===== src/rtl/pc_gen_pkg.sv =====
// Shared definitions for the PC generator: FSM state encoding and the
// default reset vector / sequential step used when a parent leaves them unset.
package pc_gen_pkg;

  typedef enum logic [1:0] {
    S_OFF  = 2'd0,
    S_RUN  = 2'd1,
    S_PEND = 2'd2
  } pc_state_e;

  localparam logic [63:0] PC_DEFAULT_RESET_VEC = 64'h0;
  localparam int unsigned PC_DEFAULT_STEP      = 4;

endpackage


===== src/rtl/pc_gen_redirect_buf.sv =====
// One-entry pending-redirect buffer: holds a branch target that arrived while
// fetch could not advance. A capture always overwrites whatever is held, so
// the newest branch wins; clear drops the entry.
module pc_redirect_buf #(
  parameter int unsigned ADDR_W = 32
) (
  input  logic              clk,
  input  logic              reset_n,
  input  logic              capture_i,
  input  logic              clear_i,
  input  logic [ADDR_W-1:0] addr_i,
  output logic              valid_o,
  output logic [ADDR_W-1:0] addr_o
);

  logic              valid_q, valid_d;
  logic [ADDR_W-1:0] addr_q, addr_d;

  // Capture (or overwrite) takes precedence over clear for the next entry value
  always_comb begin
    valid_d = valid_q;
    addr_d  = addr_q;
    if (capture_i) begin
      valid_d = 1'b1;
      addr_d  = addr_i;
    end else if (clear_i) begin
      valid_d = 1'b0;
    end
  end

  // Entry register; an asynchronous reset drops any held redirect immediately
  always_ff @(posedge clk or negedge reset_n) begin
    if (!reset_n) begin
      valid_q <= 1'b0;
      addr_q  <= '0;
    end else begin
      valid_q <= valid_d;
      addr_q  <= addr_d;
    end
  end

  assign valid_o = valid_q;
  assign addr_o  = addr_q;

endmodule


===== src/rtl/pc_gen.sv =====
// Program-counter generator for the fetch stage. Holds the OFF/RUN/PEND FSM,
// the PC register and the next-PC priority mux (flush > taken branch >
// pending redirect > sequential step > capture of a stalled branch).
// Optional build macro PC_GEN_MISALIGN_EN adds the misalign_o pulse output.
module pc_gen
  import pc_gen_pkg::*;
#(
  parameter int unsigned       ADDR_W    = 32,
  parameter logic [ADDR_W-1:0] RESET_VEC = PC_DEFAULT_RESET_VEC[ADDR_W-1:0],
  parameter int unsigned       STEP      = PC_DEFAULT_STEP,
  parameter int unsigned       STALL_W   = 6
) (
  input  logic               clk,
  input  logic               reset_n,
  input  logic [STALL_W-1:0] pc_stall,
  input  logic               branch_flag_i,
  input  logic [ADDR_W-1:0]  branch_target_address_i,
  input  logic               flush,
  input  logic [ADDR_W-1:0]  new_pc,
  input  logic               fetch_gnt_i,
  output logic [ADDR_W-1:0]  pc,
  output logic               ce,
  output logic               fetch_req_o,
`ifdef PC_GEN_MISALIGN_EN
  output logic               misalign_o,
`endif
  output logic               pend_valid_o
);

  localparam logic [ADDR_W-1:0] STEP_INC = ADDR_W'(STEP);

  pc_state_e         state_q, state_d;
  logic [ADDR_W-1:0] pc_q, pc_d;
  logic              ce_q;
  logic              advance;
  logic              buf_capture, buf_clear;
  logic              buf_valid;
  logic [ADDR_W-1:0] buf_addr;

  // Only the PC-stage stall bit matters; the rest of the vector is for other stages
  logic unused_stall;
  assign unused_stall = ^pc_stall;

  assign fetch_req_o = ce_q & ~pc_stall[0] & ~flush;
  assign advance     = fetch_req_o & fetch_gnt_i;

  // Next-PC selection and FSM transitions, highest priority first
  always_comb begin
    state_d     = state_q;
    pc_d        = pc_q;
    buf_capture = 1'b0;
    buf_clear   = 1'b0;
    if (state_q == S_OFF) begin
      state_d = S_RUN;
    end else if (flush) begin
      pc_d      = new_pc;
      buf_clear = 1'b1;
      state_d   = S_RUN;
    end else if (advance && branch_flag_i) begin
      pc_d      = branch_target_address_i;
      buf_clear = 1'b1;
      state_d   = S_RUN;
    end else if (advance && (state_q == S_PEND)) begin
      pc_d      = buf_addr;
      buf_clear = 1'b1;
      state_d   = S_RUN;
    end else if (advance) begin
      pc_d = pc_q + STEP_INC;
    end else if (branch_flag_i) begin
      buf_capture = 1'b1;
      state_d     = S_PEND;
    end
  end

  // State, PC and fetch-enable registers
  always_ff @(posedge clk or negedge reset_n) begin
    if (!reset_n) begin
      state_q <= S_OFF;
      pc_q    <= RESET_VEC;
      ce_q    <= 1'b0;
    end else begin
      state_q <= state_d;
      pc_q    <= pc_d;
      ce_q    <= (state_d != S_OFF);
    end
  end

  pc_redirect_buf #(
    .ADDR_W (ADDR_W)
  ) u_redirect_buf (
    .clk       (clk),
    .reset_n   (reset_n),
    .capture_i (buf_capture),
    .clear_i   (buf_clear),
    .addr_i    (branch_target_address_i),
    .valid_o   (buf_valid),
    .addr_o    (buf_addr)
  );

`ifdef PC_GEN_MISALIGN_EN
  localparam logic [ADDR_W-1:0] ALIGN_MASK = ADDR_W'(STEP - 1);

  logic misalign_q, misalign_d;

  // Flag any flush or branch target not aligned to STEP as it is loaded or captured
  always_comb begin
    misalign_d = 1'b0;
    if (state_q != S_OFF) begin
      if (flush) begin
        misalign_d = |(new_pc & ALIGN_MASK);
      end else if (branch_flag_i) begin
        misalign_d = |(branch_target_address_i & ALIGN_MASK);
      end
    end
  end

  // One-cycle misalignment pulse register
  always_ff @(posedge clk or negedge reset_n) begin
    if (!reset_n) begin
      misalign_q <= 1'b0;
    end else begin
      misalign_q <= misalign_d;
    end
  end

  assign misalign_o = misalign_q;
`endif

  assign pc           = pc_q;
  assign ce           = ce_q;
  assign pend_valid_o = buf_valid;

endmodule


===== config.mk =====
export PLATFORM = sky130hd
export DESIGN_NAME = pc_gen
export DESIGN_NICKNAME = d
export VERILOG_FILES = /design/src/rtl/pc_gen_pkg.sv /design/src/rtl/pc_gen_redirect_buf.sv /design/src/rtl/pc_gen.sv
export SDC_FILE = /design/constraint.sdc
export NUM_CORES = 1
export LEC_CHECK = 0
export CORE_UTILIZATION = 53
export CTS_CLUSTER_SIZE = 12
export DETAILED_ROUTE_END_ITERATION = 6
export GPL_TIMING_DRIVEN = 0
export PLACE_DENSITY = 0.86
export SYNTH_ARGS = -nofsm -noshare
export SYNTH_HDL_FRONTEND = slang
export SYNTH_SLANG_ARGS = --single-unit

===== constraint.sdc =====
create_clock -name clk -period 4.8 [get_ports clk]
set_input_delay 0.96 -clock clk [delete_from_list [all_inputs] [get_ports clk]]
set_output_delay 0.96 -clock clk [all_outputs]
set_load 0.03 [all_outputs]

==> results.rst <==
.. list-table::
   :header-rows: 1

   * - Metric
     - Value
   * - Result of the run
     - complete, no violations
   * - Die width
     - 90.8 µm
   * - I/O pin count
     - 110
   * - Number of gates given a new drive strength after cts
     - 0
   * - Setup-failing EPs final
     - 0
   * - Proportion of synthesized flip-flops having asynchronous set or reset
     - 1.00
   * - Kind of cell adding the most delay to the critical path
     - buffers and inverters
   * - Total negative slack
     - 0 ns
   * - Cells taking the most area after synthesis
     - sky130_fd_sc_hd__dfrtp_1, sky130_fd_sc_hd__mux2_2, sky130_fd_sc_hd__nand2_1, sky130_fd_sc_hd__o21ai_0, sky130_fd_sc_hd__a21oi_1
   * - Worst endpoint data arrival time
     - 2.97 ns
   * - Count of antenna diodes in the layout
     - 0
   * - Maximum number of pins on one net before global-route repair
     - 69
   * - Detailed Place HPWL
     - 9.77 mm
   * - Cell-by-cell trace of the critical path
     - buf_2 -> clkbuf_1 -> clkbuf_1 -> nor3b_1 -> clkdlybuf4s50_1
   * - P per Cell Area
     - 333 nW/µm²
   * - Worst setup EP type
     - output pin
   * - Count of endpoints failing hold in the final timing report
     - 0
   * - Per-cell routed wire length
     - 21.1 µm
   * - Worst Tran Pin Value
     - 0.884 ns
   * - Combined buffer and inverter count along the critical path
     - 4
   * - Largest incremental delay on the critical path
     - 0.62 ns
   * - Starting utilization of the core area
     - 0.544
   * - Sequential-to-total area share from yosys stat
     - 0.407
   * - Placeable core area
     - 7690 µm²
   * - Routability Congestion
     - 0.935
   * - Post-route fraction of the period consumed by the critical path
     - 0.820
   * - Number of flops mapped to enable cells by yosys
     - 0
   * - Root buffer cell
     - sky130_fd_sc_hd__clkbuf_8
   * - Kind of critical path
     - in -> out
   * - Clock Sinks
     - 68
   * - DRC violation count after routing
     - 0
   * - Post-CTS Hold Fix Bufs
     - 0
   * - Final-report max-slew violation count
     - 0
   * - Total of fill cells in the finished design
     - 568
   * - Number of global-route vias before repair
     - 4406
   * - Most frequently used flop master after synthesis
     - sky130_fd_sc_hd__dfrtp_1
   * - Synth warnings
     - 0
   * - Crit path top cell by count
     - sky130_fd_sc_hd__clkbuf_1
   * - Height of the die
     - 90.8 µm
   * - Worst Hold Margin
     - 0.493 ns
   * - CTS Buffer Depth
     - 2
   * - Wire length of the first global-routing pass
     - 22.3 mm
   * - Flops & latches, synth
     - 68
   * - Antenna violations before repair
     - 0
   * - First DRT Iteration DRCs
     - 513
   * - Post-CTS Setup Repair Bufs
     - 0
   * - CTS clock-pin slew for the worst setup and hold paths
     - 0.07 ns
   * - Row count
     - 32
   * - Final Routed Wirelength
     - 14.1 mm
   * - Worst slack after detailed placement
     - 0.951 ns
   * - Setup crit start kind
     - input port
   * - Syn nets
     - 523
   * - Count of port buffers added during placement
     - 103
   * - Full die area
     - 8250 µm²
   * - Setup skew after layout
     - 0.00966 ns
   * - Final min period
     - 3.93 ns
   * - Number of iterations in the first detailed-routing pass
     - 7
   * - Static leakage
     - 2.13 nW
   * - Number of library cell types mapped by synthesis
     - 70
   * - Worst voltage drop across the vdd grid
     - 207 µV
   * - Min setup slack post-route
     - 0.866 ns
   * - Cells after Synth
     - 447
   * - Fmax
     - 254 MHz
   * - Post-route antenna net violation count
     - 0
   * - Inserted Clock Buffers
     - 9
   * - Commonest non-fill, non-tap cell in the layout
     - sky130_fd_sc_hd__clkdlybuf4s50_1
   * - Proportion of layout cells with a drive suffix above 1
     - 0.117
   * - Critical path fanouts, max
     - 10
   * - Post-layout net count
     - 637
   * - Mapped Avg Cell Area
     - 9.36 µm²
   * - GRT overflow
     - 0
   * - Mapped cell area
     - 4180 µm²
   * - Count of H-tree levels built during CTS
     - 3
   * - RSZ-0062 raised after global routing
     - no
   * - Share of the synthesized area in the top cell type
     - 0.407
   * - Clock insertion delay at the later pin of the skew report
     - 0.36 ns
   * - Gr usage total
     - 0.351
   * - Number of max-cap violations
     - 0
   * - Layout area overhead
     - 31.5%
   * - Biggest area consumer among synthesized cells
     - sky130_fd_sc_hd__dfrtp_1
   * - Count of vias placed by the detailed router
     - 4507
   * - Average via count per standard cell
     - 6.75
   * - Slowest CP cell
     - sky130_fd_sc_hd__clkdlybuf4s50_1
   * - TritonCTS clock tree
     - done
   * - Type of the tightest min-delay check
     - reg -> reg
   * - Most used cells in the layout excluding fill and tap cells
     - sky130_fd_sc_hd__clkdlybuf4s50_1, sky130_fd_sc_hd__dfrtp_1, sky130_fd_sc_hd__nand2_1
   * - Crit path required time
     - 3.84 ns
   * - Max-slew headroom
     - 0.411
-- power breakdown --
part / total [mW] / internal (mW) / switching [mW]
registers: 0.797 / 0.680 / 0.117
logic: 0.610 / 0.280 / 0.330
clock network: 0.422 / 0.201 / 0.221
-- final timing paths --
| check | startpoint | end | slack, ns | cells past startpoint |
|---|---|---|---|---|
| worst max-delay path | flush | fetch_req_o | 0.87 | 5 |
| worst min-delay path | u_redirect_buf.addr_o[18] | u_redirect_buf.addr_o[18] | 0.49 | 1 |
| worst max register to register | pc[2] | pc[28] | 2.25 | 6 |
| worst min register to register | u_redirect_buf.addr_o[18] | u_redirect_buf.addr_o[18] | 0.49 | 1 |
| max in group asynchronous | reset_n | u_redirect_buf.addr_o[26] | 3.51 | 1 |
| min in group asynchronous | reset_n | pc[2] | 0.73 | 1 |
-- cells by family after synthesis --
family | Yosys count | synth area share
AO/OA/AOI/OAI | 141 | 0.234
multiplexers | 32 | 0.0861
flip-flops | 68 | 0.407
adder cells (fa/ha/maj) | 1 | 0.00299
XOR/XNOR | 5 | 0.0105
buffers and inverters | 37 | 0.0368
other | 1 | 0.000897
AND/OR/NAND/NOR | 162 | 0.222
-- metrics by stage --
stage,total power [mW],cell area (µm²),utilization,std cells
finish,1.83,5500,0.716,668
global route,1.90,5500,0.716,668
CTS,1.82,5500,0.716,668
detailed placement,1.40,5340,0.694,652
global placement,1.38,5340,0.695,652
floorplan,1.13,4180,-,447
-- worst register-to-register path: cells and delay by family (launching register included) --
kind | cells | cell delay (ns)
AOI/OAI and AO/OA | 2 | 0.48
adders and majority gates | 1 | 0.29
DFF | 1 | 0.52
and+or+nand+nor | 3 | 1.15
-- state kept, by name, indices dropped and copies added, names as in the netlist --
signal	count
ce	1
pc	32
state_q	2
u_redirect_buf.addr_o	32
u_redirect_buf.valid_o	1
-- synthesized netlist by cell type (3+ instances only) --
library cell	n
sky130_fd_sc_hd__a22o_1	3
sky130_fd_sc_hd__and2_1	3
sky130_fd_sc_hd__nand2b_1	8
sky130_fd_sc_hd__nor4_1	6
sky130_fd_sc_hd__a211oi_1	3
sky130_fd_sc_hd__o21bai_1	6
sky130_fd_sc_hd__o211ai_1	4
sky130_fd_sc_hd__o221ai_1	6
sky130_fd_sc_hd__and3_1	9
sky130_fd_sc_hd__o31ai_1	6
sky130_fd_sc_hd__mux2_2	31
sky130_fd_sc_hd__buf_2	12
sky130_fd_sc_hd__o21ai_1	3
sky130_fd_sc_hd__o22ai_1	8
sky130_fd_sc_hd__clkbuf_1	13
sky130_fd_sc_hd__nand4_1	16
sky130_fd_sc_hd__a221oi_1	8
sky130_fd_sc_hd__o21a_1	4
sky130_fd_sc_hd__a21o_1	4
sky130_fd_sc_hd__a21oi_1	23
sky130_fd_sc_hd__xor2_1	3
sky130_fd_sc_hd__nand3_1	23
sky130_fd_sc_hd__inv_1	9
sky130_fd_sc_hd__dfrtp_1	68
sky130_fd_sc_hd__a2111oi_0	4
sky130_fd_sc_hd__o22a_1	4
sky130_fd_sc_hd__o31a_1	4
sky130_fd_sc_hd__buf_1	3
sky130_fd_sc_hd__nand3b_1	3
sky130_fd_sc_hd__nor2_1	16
sky130_fd_sc_hd__nand2_1	38
sky130_fd_sc_hd__a31oi_1	4
sky130_fd_sc_hd__o21ai_0	27
sky130_fd_sc_hd__a221o_1	3
sky130_fd_sc_hd__nor3_1	17
-- layer usage --
layer,up-vias,routed length [µm],global-route usage
li1,1956,-,-
met1,2120,5320,0.445
met2,360,6420,0.558
met3,71,1600,0.0724
met4,0,773,0.196
met5,-,0,0
-- area by class of cell --
type	count	area (µm²)	share of cell area
multi-input combinational	342	2330	0.423
sequential	68	1700	0.309
timing repair buffer	103	1030	0.187
clock buffer	14	153	0.0277
tap	102	128	0.0232
buffer	28	120	0.0218
inverter	9	33.8	0.00614
clock inverter	2	10.0	0.00182
(Power assumes the default switching activity.)
==> RTL edit 1 (config.mk and constraints unchanged) <==
The option `PC_GEN_MISALIGN_EN` is turned on by a define.
--- a/src/rtl/pc_gen.sv
+++ b/src/rtl/pc_gen.sv
@@ -4,2 +4,4 @@
 // Optional build macro PC_GEN_MISALIGN_EN adds the misalign_o pulse output.
+`define PC_GEN_MISALIGN_EN
+
 module pc_gen
Formal check against the unedited RTL (old outputs only; new: misalign_o): equivalent (equiv_simple and equiv_induct, registers matched by name and starting in step).
==> RTL edit 1 against the original RTL <==
Count of clock-buffer cells in the layout shrank 2. Global-route usage increased by 0.42 points. Area after synthesis down 5.4%. Routed wire length decreased by 5.3%. Power rose by 8.0%. Combinational power increased by 2%. Setup slack lost 0.40 ns. Sequential cell count rose by 1. Maximum frequency decreased by 9.3%. Final area is 2.9% lower. Critical path type unchanged. Largest cell class unchanged. Largest power group unchanged. Highest routed layer unchanged.
==> RTL edit 1: results <==
metrics = {
    "outcome": {
        "status": "finished clean",
    },
    "worst_hold_path": {
        "hold_path.class": "reg2reg",
    },
    "routing": {
        "drt-initial-drc-count": 530,
        "wl_per_cell_um": 21.3,
        "vias": 4270,
        "drtPass1Iterations": 5,
    },
    "cts": {
        "clk-insertion-delay-late_ns": 0.35,
        "clkTransAtPathRegs_ns": 0.08,
        "cts_resized": 0,
        "cts_buffers": 9,
        "htreeDepth": 3,
        "cts_setup_buffers": 0,
        "ctsLongestPathBuffers": 2,
        "cts-root-buf": "clkbuf_8",
    },
    "sta": {
        "worst_pin_slew_ns": 1.04,
        "finClkSkew_ns": 0.00491,
    },
    "synth": {
        "ys_seq_area_share_pct": 43.6,
        "yosys_warnings": 0,
        "syn-num-nets": 483,
        "yosys-top-cells-area": "dfrtp_1 (44%), mux2_2 (9.1%), o21ai_0 (4.3%)",
        "async_flop_share_pct": 100,
        "synth.cells.most_frequent": "dfrtp_1 (69), o21ai_0 (34), nor2_1 (33)",
        "ys_types": 64,
    },
    "final_layout": {
        "drive_above_1_share_pct": 13.1,
        "antennaDiodeCount": 0,
        "nets": 598,
    },
    "setup_path": {
        "cp.arrival_ns": 3.38,
        "cpPeakStageDelay_ns": 0.62,
        "cp_slowest_cell": "clkdlybuf4s50_1",
        "cpLargestDelayFamily": "buffers and inverters",
        "path_max_fanout": 10,
    },
    "power_and_ir_drop": {
        "leakagePower_nw": 2.07,
        "ir_drop_mv": 0.189,
    },
    "placement": {
        "gp_congestion": 0.920,
        "dpl_cell_area_um2": 5120,
        "numPortBuffers": 104,
        "detailed_place_hpwl_um": 9130,
        "pre_cts_slack_ns": 0.564,
    },
    "global_routing": {
        "grt_max_degree": 70,
        "grt_pass1_vias": 4185,
        "grt_pass1_wl_um": 20600,
        "antenna_found_initial": 0,
        "track_usage_pct": 35.5,
    },
}
-- RTL edit 1: cell types whose count changed in the layout (fill, tap and decap cells not counted), sizes merged, moves of 6 or more --
cell	delta
nand2	-12
nand3	-15
nand4	-7
nor2	+18
nor3	-12
xnor2	+6
-- RTL edit 1: worst paths after layout --
path | cells past startpoint | slack (ns) | start | endpoint
min in group asynchronous | 1 | 0.72 | reset_n | u_redirect_buf.addr_o[10]
hold reg to reg | 1 | 0.51 | u_redirect_buf.addr_o[31] | u_redirect_buf.addr_o[31]
setup reg to reg | 7 | 2.40 | pc[2] | pc[30]
max in group asynchronous | 1 | 3.48 | reset_n | pc[25]
setup / recovery | 5 | 0.46 | flush | fetch_req_o
hold / removal | 1 | 0.51 | u_redirect_buf.addr_o[31] | u_redirect_buf.addr_o[31]
-- RTL edit 1: where the power goes --
group	internal, mW	switching, mW
combinational	0.288	0.333
sequential	0.693	0.111
clock	0.320	0.231
-- RTL edit 1: layout make-up --
class | instances | area (um2)
Buffer | 28 | 131
Clock buffer | 12 | 155
Clock inverter | 4 | 70.1
Fill cell | 521 | 1910
Inverter | 5 | 18.8
Multi-Input combinational cell | 305 | 2080
Sequential cell | 69 | 1730
Tap cell | 99 | 124
Timing Repair Buffer | 104 | 1040
-- RTL edit 1: through the flow --
stage / total power, mW / util, % / instances
6_report: 1.98 / 73.7 / 626
5_1_grt: 2.05 / 73.7 / 626
4_1_cts: 1.96 / 73.7 / 626
3_5_place_dp: 1.42 / 70.6 / 610
3_3_place_gp: 1.40 / 70.6 / 610
2_1_floorplan: 1.14 / - / 407
-- RTL edit 1: cells by family (layout without fill, tap and decap cells) --
| family | count (synthesis) | after routing | synth area share (%) |
|---|---|---|---|
| multiplexers | 36 | 36 | 10.1 |
| AO/OA/AOI/OAI | 141 | 141 | 24.5 |
| AND/OR/NAND/NOR | 117 | 117 | 15.5 |
| flip-flops | 69 | 69 | 43.6 |
| other | 1 | 1 | 0.0948 |
| XOR/XNOR | 9 | 9 | 1.99 |
| buffers and inverters | 33 | 153 | 3.79 |
| adder cells (fa/ha/maj) | 1 | 1 | 0.316 |
-- RTL edit 1: metal layers --
layer  vias to the layer above  GRT usage [%]  routed length (um)
met3                        75           7.18                1410
met2                       379           56.3                6230
met4                         0           21.0                 643
met1                      2019           45.1                5090
met5                         -              0                   0
li1                       1797              -                   -
==> RTL edit 2 (same flow settings) <==
Made on the original files. The 3 states of `pc_state_e` get a one-hot encoding in 3 bits.
--- a/src/rtl/pc_gen_pkg.sv
+++ b/src/rtl/pc_gen_pkg.sv
@@ -4,6 +4,6 @@
 
-  typedef enum logic [1:0] {
-    S_OFF  = 2'd0,
-    S_RUN  = 2'd1,
-    S_PEND = 2'd2
+  typedef enum logic [2:0] {
+    S_OFF  = 3'b001,
+    S_RUN  = 3'b010,
+    S_PEND = 3'b100
   } pc_state_e;
Function: no difference found for any inputs over 10 cycles, from zero or initial values and one cycle with reset_n low; not proved beyond that.
==> RTL edit 2 against the original RTL <==
The run now ends with DRC left. Power shrank 5.9%. Area after synthesis grew 0.39%. Register-to-register slack lost 0.38 ns. Setup slack lost 0.18 ns. Routed wire length grew 3.7%. Clock power grew 19%. Final cell count grew 2.4%. Synthesized cell count grew 3.4%. Sequential cell count grew 1. Final area grew 1.3%. Combinational power shrank 21%. Critical endpoint unchanged. Largest cell class unchanged.
==> RTL edit 2: results <==
metrics = {
    "global_routing": {
        "use_met1_pct": 47.0,
        "grtUsageMet3_pct": 9.63,
        "track_usage_pct": 35.7,
        "grt_max_degree": 70,
        "grt_pass1_wl_um": 22700,
        "gr-usage-met2_pct": 54.9,
        "grt_pass1_vias": 4411,
    },
    "setup_path": {
        "cpPeakStageDelay_ns": 0.62,
        "cp.arrival_ns": 3.15,
        "startpoint": "flush",
        "path_buf_inv": 4,
        "r2r-start": "pc[5]",
        "cpLargestDelayFamily": "buffers and inverters",
    },
    "cts": {
        "ctsLongestPathBuffers": 2,
        "cts_resized": 0,
        "htreeDepth": 3,
        "cts_setup_buffers": 0,
        "clk-insertion-delay-late_ns": 0.36,
        "cts_buffers": 9,
        "clkTransAtPathRegs_ns": 0.08,
    },
    "routing": {
        "wl_met1_um": 5720,
        "drtPass1Iterations": 7,
        "viasPerCell": 6.67,
        "wl_met2_um": 6910,
        "wl_met3_um": 1610,
        "drc": 1,
        "drt-initial-drc-count": 492,
        "wirelength_um": 14600,
    },
    "synth": {
        "async_flop_share_pct": 100,
        "synth.cells.most_frequent": "dfrtp_1 (68), a21oi_1 (46), nand2_1 (39)",
        "yosys_warnings": 0,
        "yosys-top-cells-area": "dfrtp_1 (41%), mux2_2 (8.6%), a21oi_1 (5.5%)",
        "ys_types": 61,
        "synth_ff_type": "dfrtp_1",
        "ys_seq_area_share_pct": 41.2,
        "syn-num-nets": 538,
    },
    "sta": {
        "fmax_mhz": 243,
        "finClkSkew_ns": 0.0101,
        "worst_pin_slew_ns": 1.36,
    },
    "outcome": {
        "violations": "DRC",
        "status": "finished with violations",
    },
    "placement": {
        "gp_congestion": 0.924,
        "detailed_place_hpwl_um": 10200,
        "numPortBuffers": 104,
    },
    "final_layout": {
        "nets": 653,
        "nFillCells": 588,
        "drive_above_1_share_pct": 10.7,
        "antennaDiodeCount": 0,
    },
    "worst_hold_path": {
        "hold_start": "u_redirect_buf.addr_o[7]",
    },
    "power_and_ir_drop": {
        "ir_drop_mv": 0.201,
        "leakagePower_nw": 2.13,
    },
}
RTL edit 2: changes by cell type in the layout (fill, tap and decap cells not counted), sizes merged, moves of 6 or more:
cell and change:
a21oi +23, a221oi -6, and3 -6, buf -10, clkbuf +9, nand3 -9
nand4 -6, xnor2 +9
RTL edit 2: power by group:
part,total (mW),switching [mW],internal [mW]
clock network,0.501,0.246,0.255
logic,0.480,0.253,0.226
registers,0.740,0.0804,0.659
RTL edit 2: cell families after synthesis:
| group | synth area share (%) |
|---|---|
| AOI/OAI and AO/OA | 24.1 |
| and+or+nand+nor | 18.7 |
| DFF | 41.2 |
| buffers and inverters | 3.69 |
| muxes | 9.30 |
| xor gates and xnor gates | 2.71 |
| adders and majority gates | 0.298 |
| other | 0.0893 |
RTL edit 2: through the flow:
step           setup WS (ns)  instances  instance area, um2  power [mW]  utilization, %
4_1_cts                0.730        684                5570        1.71            72.4
5_1_grt                0.573        684                5570        1.78            72.5
6_report               0.690        684                5570        1.72            72.5
3_3_place_gp           0.420        668                5370        1.20            69.8
3_5_place_dp           0.723        668                5370        1.22            69.8
2_1_floorplan           1.76        462                4200       0.997               -
RTL edit 2: layout make-up:
class | instances | area share (%)
Buffer | 30 | 2.11
Clock buffer | 11 | 2.54
Clock inverter | 5 | 1.08
Inverter | 10 | 0.674
Multi-Input combinational cell | 353 | 41.7
Sequential cell | 69 | 31.0
Tap cell | 102 | 2.29
Timing Repair Buffer | 104 | 18.6
RTL edit 2: final timing paths:
kind,to,slack [ns],cells after the start
setup reg to reg,pc[29],1.87,7
max in group asynchronous,pc[21],3.48,1
hold / removal,u_redirect_buf.addr_o[7],0.51,1
hold reg to reg,u_redirect_buf.addr_o[7],0.51,1
min in group asynchronous,u_redirect_buf.addr_o[12],0.72,1
setup / recovery,fetch_req_o,0.69,5
